<file path="config.mk">
export PLATFORM = sky130hd
export DESIGN_NAME = irq_controller_flat
export DESIGN_NICKNAME = d
export VERILOG_FILES = /design/src/rtl/irq_controller_pkg.sv /design/src/rtl/irq_controller_if.sv /design/src/rtl/irq_controller_prio_enc.sv /design/src/rtl/irq_controller.sv /design/src/flat_wrapper.sv
export SDC_FILE = /design/constraint.sdc
export NUM_CORES = 1
export LEC_CHECK = 0
export CORE_MARGIN = 2
export CORE_UTILIZATION = 37
export DETAILED_ROUTE_END_ITERATION = 16
export PLACE_DENSITY = 0.76
export SYNTH_ARGS = -nofsm -noshare
export SYNTH_HDL_FRONTEND = slang
export SYNTH_SLANG_ARGS = --single-unit
</file>
<file path="constraint.sdc">
create_clock -name clk -period 1.32 [get_ports clk]
set_input_delay 0.264 -clock clk [delete_from_list [all_inputs] [get_ports clk]]
set_output_delay 0.264 -clock clk [all_outputs]
set_load 0.01 [all_outputs]
</file>
<file path="src/rtl/irq_controller_pkg.sv">
// Shared constants, register offsets and types for the interrupt controller.
package irq_controller_pkg;

  localparam int unsigned N_IRQ_DEF = 6;
  localparam int unsigned ID_W_DEF  = 3;
  localparam int unsigned ADDR_W    = 3;
  localparam int unsigned DATA_W    = 32;

  localparam logic [ADDR_W-1:0] OFF_CTRL = 3'd0;
  localparam logic [ADDR_W-1:0] OFF_MASK = 3'd1;
  localparam logic [ADDR_W-1:0] OFF_PEND = 3'd2;
  localparam logic [ADDR_W-1:0] OFF_TRIG = 3'd3;
  localparam logic [ADDR_W-1:0] OFF_VEC  = 3'd4;
  localparam logic [ADDR_W-1:0] OFF_EOI  = 3'd5;

  typedef enum logic {
    IDLE    = 1'b0,
    SERVICE = 1'b1
  } state_e;

  // One peripheral-bus write beat as seen by the controller.
  typedef struct packed {
    logic              we;
    logic [ADDR_W-1:0] addr;
    logic [DATA_W-1:0] wd;
  } bus_wr_t;

endpackage

</file>
<file path="src/rtl/irq_controller_if.sv">
// CPU-side bus and interrupt handshake of the interrupt controller.
interface irq_controller_if
  import irq_controller_pkg::*;
#(
  parameter int unsigned ID_W = ID_W_DEF
) ();

  logic [ADDR_W-1:0] pr_addr;
  logic              pr_we;
  logic [DATA_W-1:0] pr_wd;
  logic [DATA_W-1:0] pr_rd;
  logic              irq_out;
  logic [ID_W-1:0]   irq_id;
  logic              int_ack;

  modport master (
    output pr_addr, pr_we, pr_wd, int_ack,
    input  pr_rd, irq_out, irq_id
  );

  modport slave (
    input  pr_addr, pr_we, pr_wd, int_ack,
    output pr_rd, irq_out, irq_id
  );

endinterface

</file>
<file path="src/rtl/irq_controller_prio_enc.sv">
// Fixed-priority encoder: lowest set index wins.
module irq_prio_enc #(
  parameter int unsigned N = 6,
  parameter int unsigned W = 3
) (
  input  logic [N-1:0] vec_i,
  output logic         any_c,
  output logic [W-1:0] id_c
);

  always_comb begin
    any_c = |vec_i;
    id_c  = '0;
    for (int i = int'(N) - 1; i >= 0; i--) begin
      if (vec_i[i]) id_c = W'(i);
    end
  end

endmodule

</file>
<file path="src/rtl/irq_controller.sv">
// Programmable interrupt controller: pending capture, masking, priority
// selection and an ack/EOI service handshake toward the CPU.
module irq_controller
  import irq_controller_pkg::*;
#(
  parameter int unsigned N_IRQ = N_IRQ_DEF,
  parameter int unsigned ID_W  = ID_W_DEF
) (
  input  logic             clk,
  input  logic             reset,
  input  logic [N_IRQ-1:0] irq_in,
  irq_controller_if.slave  bus
);

  bus_wr_t wr;

  logic             gie_q,     gie_d;
  logic [N_IRQ-1:0] mask_q,    mask_d;
  logic [N_IRQ-1:0] pend_q,    pend_d;
  logic [N_IRQ-1:0] trig_q,    trig_d;
  logic [N_IRQ-1:0] irq_q,     irq_d;
  logic [ID_W-1:0]  isr_id_q,  isr_id_d;
  logic             irq_out_q, irq_out_d;
  logic [ID_W-1:0]  irq_id_q,  irq_id_d;
  state_e           state_q,   state_d;

  logic             wr_ctrl, wr_mask, wr_pend, wr_trig, wr_eoi;
  logic             ack_fire;
  logic [N_IRQ-1:0] rise, w1c, ack_clr, active;
  logic             any_c;
  logic [ID_W-1:0]  sel_c;
  logic [DATA_W-1:0] rd_c;
  logic             unused_wd;

  assign wr.we   = bus.pr_we;
  assign wr.addr = bus.pr_addr;
  assign wr.wd   = bus.pr_wd;

  assign unused_wd = ^wr.wd[DATA_W-1:N_IRQ];

  assign active = pend_q & mask_q;

  irq_prio_enc #(.N(N_IRQ), .W(ID_W)) u_prio (
    .vec_i (active),
    .any_c (any_c),
    .id_c  (sel_c)
  );

  // Next-state logic for registers, pending bits and the service FSM.
  always_comb begin
    wr_ctrl  = wr.we && (wr.addr == OFF_CTRL);
    wr_mask  = wr.we && (wr.addr == OFF_MASK);
    wr_pend  = wr.we && (wr.addr == OFF_PEND);
    wr_trig  = wr.we && (wr.addr == OFF_TRIG);
    wr_eoi   = wr.we && (wr.addr == OFF_EOI);
    ack_fire = bus.int_ack && irq_out_q && (state_q == IDLE);

    gie_d    = wr_ctrl ? wr.wd[0] : gie_q;
    mask_d   = wr_mask ? wr.wd[N_IRQ-1:0] : mask_q;
    trig_d   = wr_trig ? wr.wd[N_IRQ-1:0] : trig_q;
    irq_d    = irq_in;

    rise     = irq_in & ~irq_q;
    w1c      = wr_pend ? wr.wd[N_IRQ-1:0] : '0;
    ack_clr  = ack_fire ? (N_IRQ'(1) << irq_id_q) : '0;
    // Edge bits: a new rising edge beats any clear; level bits follow the line.
    pend_d   = (trig_q & ((pend_q & ~w1c & ~ack_clr) | rise)) |
               (~trig_q & irq_in);

    state_d  = state_q;
    isr_id_d = isr_id_q;
    case (state_q)
      IDLE: begin
        if (ack_fire) begin
          state_d  = SERVICE;
          isr_id_d = irq_id_q;
        end
      end
      SERVICE: begin
        if (wr_eoi) state_d = IDLE;
      end
      default: state_d = IDLE;
    endcase

    irq_out_d = gie_q && (state_q == IDLE) && any_c && !ack_fire;
    irq_id_d  = sel_c;
  end

  always_ff @(posedge clk or negedge reset) begin
    if (!reset) begin
      gie_q     <= 1'b0;
      mask_q    <= '0;
      pend_q    <= '0;
      trig_q    <= '0;
      irq_q     <= '0;
      isr_id_q  <= '0;
      irq_out_q <= 1'b0;
      irq_id_q  <= '0;
      state_q   <= IDLE;
    end else begin
      gie_q     <= gie_d;
      mask_q    <= mask_d;
      pend_q    <= pend_d;
      trig_q    <= trig_d;
      irq_q     <= irq_d;
      isr_id_q  <= isr_id_d;
      irq_out_q <= irq_out_d;
      irq_id_q  <= irq_id_d;
      state_q   <= state_d;
    end
  end

  // Register read mux; unmapped offsets read zero.
  always_comb begin
    rd_c = '0;
    case (wr.addr)
      OFF_CTRL: rd_c[0]         = gie_q;
      OFF_MASK: rd_c[N_IRQ-1:0] = mask_q;
      OFF_PEND: rd_c[N_IRQ-1:0] = pend_q;
      OFF_TRIG: rd_c[N_IRQ-1:0] = trig_q;
      OFF_VEC: begin
        rd_c[ID_W-1:0]   = isr_id_q;
        rd_c[DATA_W-1]   = (state_q == SERVICE);
      end
      default: rd_c = '0;
    endcase
  end

  assign bus.pr_rd   = rd_c;
  assign bus.irq_out = irq_out_q;
  assign bus.irq_id  = irq_id_q;

endmodule
</file>
<file path="src/flat_wrapper.sv">
// flat-port wrapper written by rule: the top's interface ports become plain ports
module irq_controller_flat import irq_controller_pkg::*;
#(
  parameter int unsigned N_IRQ = N_IRQ_DEF,
  parameter int unsigned ID_W  = ID_W_DEF
)
  (clk, reset, irq_in, bus_pr_addr, bus_pr_we, bus_pr_wd, bus_int_ack, bus_pr_rd, bus_irq_out, bus_irq_id);
  irq_controller_if #(.ID_W(ID_W)) bus_i ();
  input  logic clk;
  input  logic reset;
  input  logic [N_IRQ-1:0] irq_in;
  input wire logic [$bits(bus_i.pr_addr)-1:0] bus_pr_addr;
  input wire logic [$bits(bus_i.pr_we)-1:0] bus_pr_we;
  input wire logic [$bits(bus_i.pr_wd)-1:0] bus_pr_wd;
  input wire logic [$bits(bus_i.int_ack)-1:0] bus_int_ack;
  output wire logic [$bits(bus_i.pr_rd)-1:0] bus_pr_rd;
  output wire logic [$bits(bus_i.irq_out)-1:0] bus_irq_out;
  output wire logic [$bits(bus_i.irq_id)-1:0] bus_irq_id;
  assign bus_i.pr_addr = bus_pr_addr;
  assign bus_i.pr_we = bus_pr_we;
  assign bus_i.pr_wd = bus_pr_wd;
  assign bus_i.int_ack = bus_int_ack;
  assign bus_pr_rd = bus_i.pr_rd;
  assign bus_irq_out = bus_i.irq_out;
  assign bus_irq_id = bus_i.irq_id;
  irq_controller #(.N_IRQ(N_IRQ), .ID_W(ID_W)) u_core (.clk(clk), .reset(reset), .irq_in(irq_in), .bus(bus_i));
endmodule
</file>
==> summary.txt <==
die area - 5360 um^2
WP data required - 1.06 ns
vias - 1400
Core Area - 4660 um^2
drt drc - 0
setup violators final - 7
gp weighted congestion - 0.784
reg2reg path depth - 3
Setup WS post-layout - -0.476 ns
crit path kind - reg2out
All-Layer GR Usage - 18.6%
layout net count - 269
Peak VDD IR - 0.000790 V
Worst-path clk slew - 0.07 ns
number of global-route vias before repair - 1384
CTS tree - yes
Filler Cell Count - 390
port bufs - 29
RSZ-0062 raised after global routing - true
GRT met1 Usage - 23.3%
period utilization - 136%
Critical Path, Cell by Cell - mux4_2 -> mux2_4 -> buf_6
antenna fix cells - 0
Std-Cell Rows - 25
GRT Max-Usage Layer - met2
hold_ws - 0.336 ns
Ys Warns - 0
synth top area cells - dfrtp_1 (47%), buf_4 (11%), mux2_1 (6.3%)
WL final - 4.36 mm
Storage cell area - 828 um^2
synthesized area per cell - 11.7 um^2
H-tree levels - 2
Startpoint Class - register
Top FF cell, synth - dfrtp_1
Async S/R FF share, synth - 100%
Clock Skew - 0.00949 ns
flop-to-flop setup slack - 0.06 ns
Routed WL per cell - 15.6 um
Post-synth top cells - dfrtp_1 (33), buf_4 (26), nand2_1 (19), a22oi_1 (10), mux2_1 (10)
DRT antenna net count - 0
top-count cell post-synth - dfrtp_1
top cell type by total area after synthesis - dfrtp_1
Reg2Reg Launch Point - u_core.bus.irq_id[2]
CTS Buf Count - 5
Slew Viols, Final - 0
DPL Wire Length - 3.16 mm
initial antenna violation count - 0
setup_tns - -1.58 ns
Final min period - 1.80 ns
drt pass-1 iters - 4
Yosys reg bits - 33
Die Ht - 73.2 um
Max Cap Viol - 0
Pleak - 1.20 nW
layout cells sized above 1 - 41.3%
Worst-Skew Late Latency - 0.29 ns
worst r2r dst - u_core.pend_q[3]
GR Overflow Total - 0
slowest stage cell, crit path - mux4_2
CP Capture Type - primary output
Post-synth EDFFs - 0
sequential-to-total area share from yosys stat - 46.5%
post-synth cell types - 31
status - finished, violations left
Hold Buf Count CTS - 0
GR Util met3 - 5.39%
CTS Root Cell - clkbuf_8
failing checks - setup timing
area share of the largest cell type after synthesis - 46.5%
Crit Path Max Fanout - 2
pwr dens - 1370 nW/um^2
mapped cell area - 1770 um^2
grt met2 use - 29.6%
pin count of the biggest net entering global routing - 34
Initial Util - 38.1%
Min-Delay Path Class - in2async
I/O pin count - 81
CP delay by family, top - multiplexers
critical path arrival - 1.53 ns
clock buffer depth - 2
WP buf/inv - 1
Max stage delay on crit path - 0.46 ns
Final Hold Fails - 0
Highest Clock Rate - 557 MHz
first-pass GRT wire length - 7.24 mm
vias per std cell - 5.02
Post-Syn Instances - 152
area delta synth->final - 43.5%
DRT iter0 DRCs - 87
die width - 73.2 um
footprint of the multi-input gates - 900 um^2
clk sinks - 33
[what timing repair did]
item | CTS | global route
gates cloned | 1 | 0
setup buffers | 6 | 3
pin swaps | 13 | 9
resized for setup | 68 | 9
endpoints found under the setup margin | 30 | 13
[cell usage in the layout, fill, tap and decap left out, types with 3 or more instances in the layout]
cell	n
a32o_1	5
clkdlybuf4s50_1	14
a22oi_1	4
mux2_1	7
buf_2	6
nand2_1	19
buf_12	3
buf_4	32
a22oi_2	6
dlygate4sd2_1	5
mux2_2	4
nor2_1	6
buf_6	6
a21oi_1	3
clkbuf_8	7
mux2_4	11
conb_1	25
dfrtp_1	31
[per-stage QoR]
stage          power (mW)  setup slack, ns  std cells  area (um^2)  util [%]
3_5_place_dp         2.55           -0.979        261         2270      48.8
2_1_floorplan        1.98          -0.0601        176         1870         -
5_1_grt              3.70           -0.537        279         2550      54.6
6_report             3.49           -0.476        279         2550      54.6
4_1_cts              3.44           -0.492        276         2500      53.7
3_3_place_gp         2.51           -0.972        261         2270      48.8
[worst max path at each step]
| stage | slack (ns) | startpoint | endpoint | depth (start not counted) |
|---|---|---|---|---|
| 2_1_floorplan | -0.06 | u_core.trig_q[0] | bus_pr_rd[0] | 2 |
| 3_3_place_gp | -0.97 | bus_pr_addr[0] | bus_pr_rd[0] | 4 |
| 3_5_place_dp | -0.98 | bus_pr_addr[1] | bus_pr_rd[1] | 6 |
| 4_1_cts | -0.49 | u_core.trig_q[0] | bus_pr_rd[0] | 3 |
| 5_1_grt | -0.54 | u_core.trig_q[0] | bus_pr_rd[0] | 3 |
| 6_report | -0.48 | u_core.trig_q[0] | bus_pr_rd[0] | 3 |
[routing by layer]
| layer | vias up | wire (um) |
|---|---|---|
| met2 | 48 | 2250 |
| met3 | 6 | 255 |
| met4 | 0 | 61 |
| met5 | - | 0 |
| met1 | 696 | 1800 |
| li1 | 650 | - |
[report_power, final]
part           switching (mW)  internal (mW)  leakage, nW
Combinational           0.524          0.717        0.751
Sequential              0.173           1.24        0.396
Clock                   0.362          0.471       0.0542
[sequential cells by signal, summed over array words and instances (netlist names)]
name	cells
u_core.bus.irq_id	3
u_core.bus.irq_out	1
u_core.gie_q	1
u_core.irq_q	6
u_core.isr_id_q	3
u_core.mask_q	6
u_core.pend_q	6
u_core.state_q	1
u_core.trig_q	6
[cell families after synthesis]
group / synth area share [%]
and+or+nand+nor: 12.6
buffers and inverters: 12.6
muxes: 16.5
other: 0.211
DFF: 46.5
AOI/OAI and AO/OA: 11.6
[layout make-up]
class                   instances  share of cell area [%]
repair buffers                 70                    25.5
multi-input cells             114                    35.3
clock inverters                 1                   0.197
clock buffers                   7                    3.78
well taps                      54                    2.65
flip-flops and latches         33                    32.5
Power figures use the tool's default switching activity.
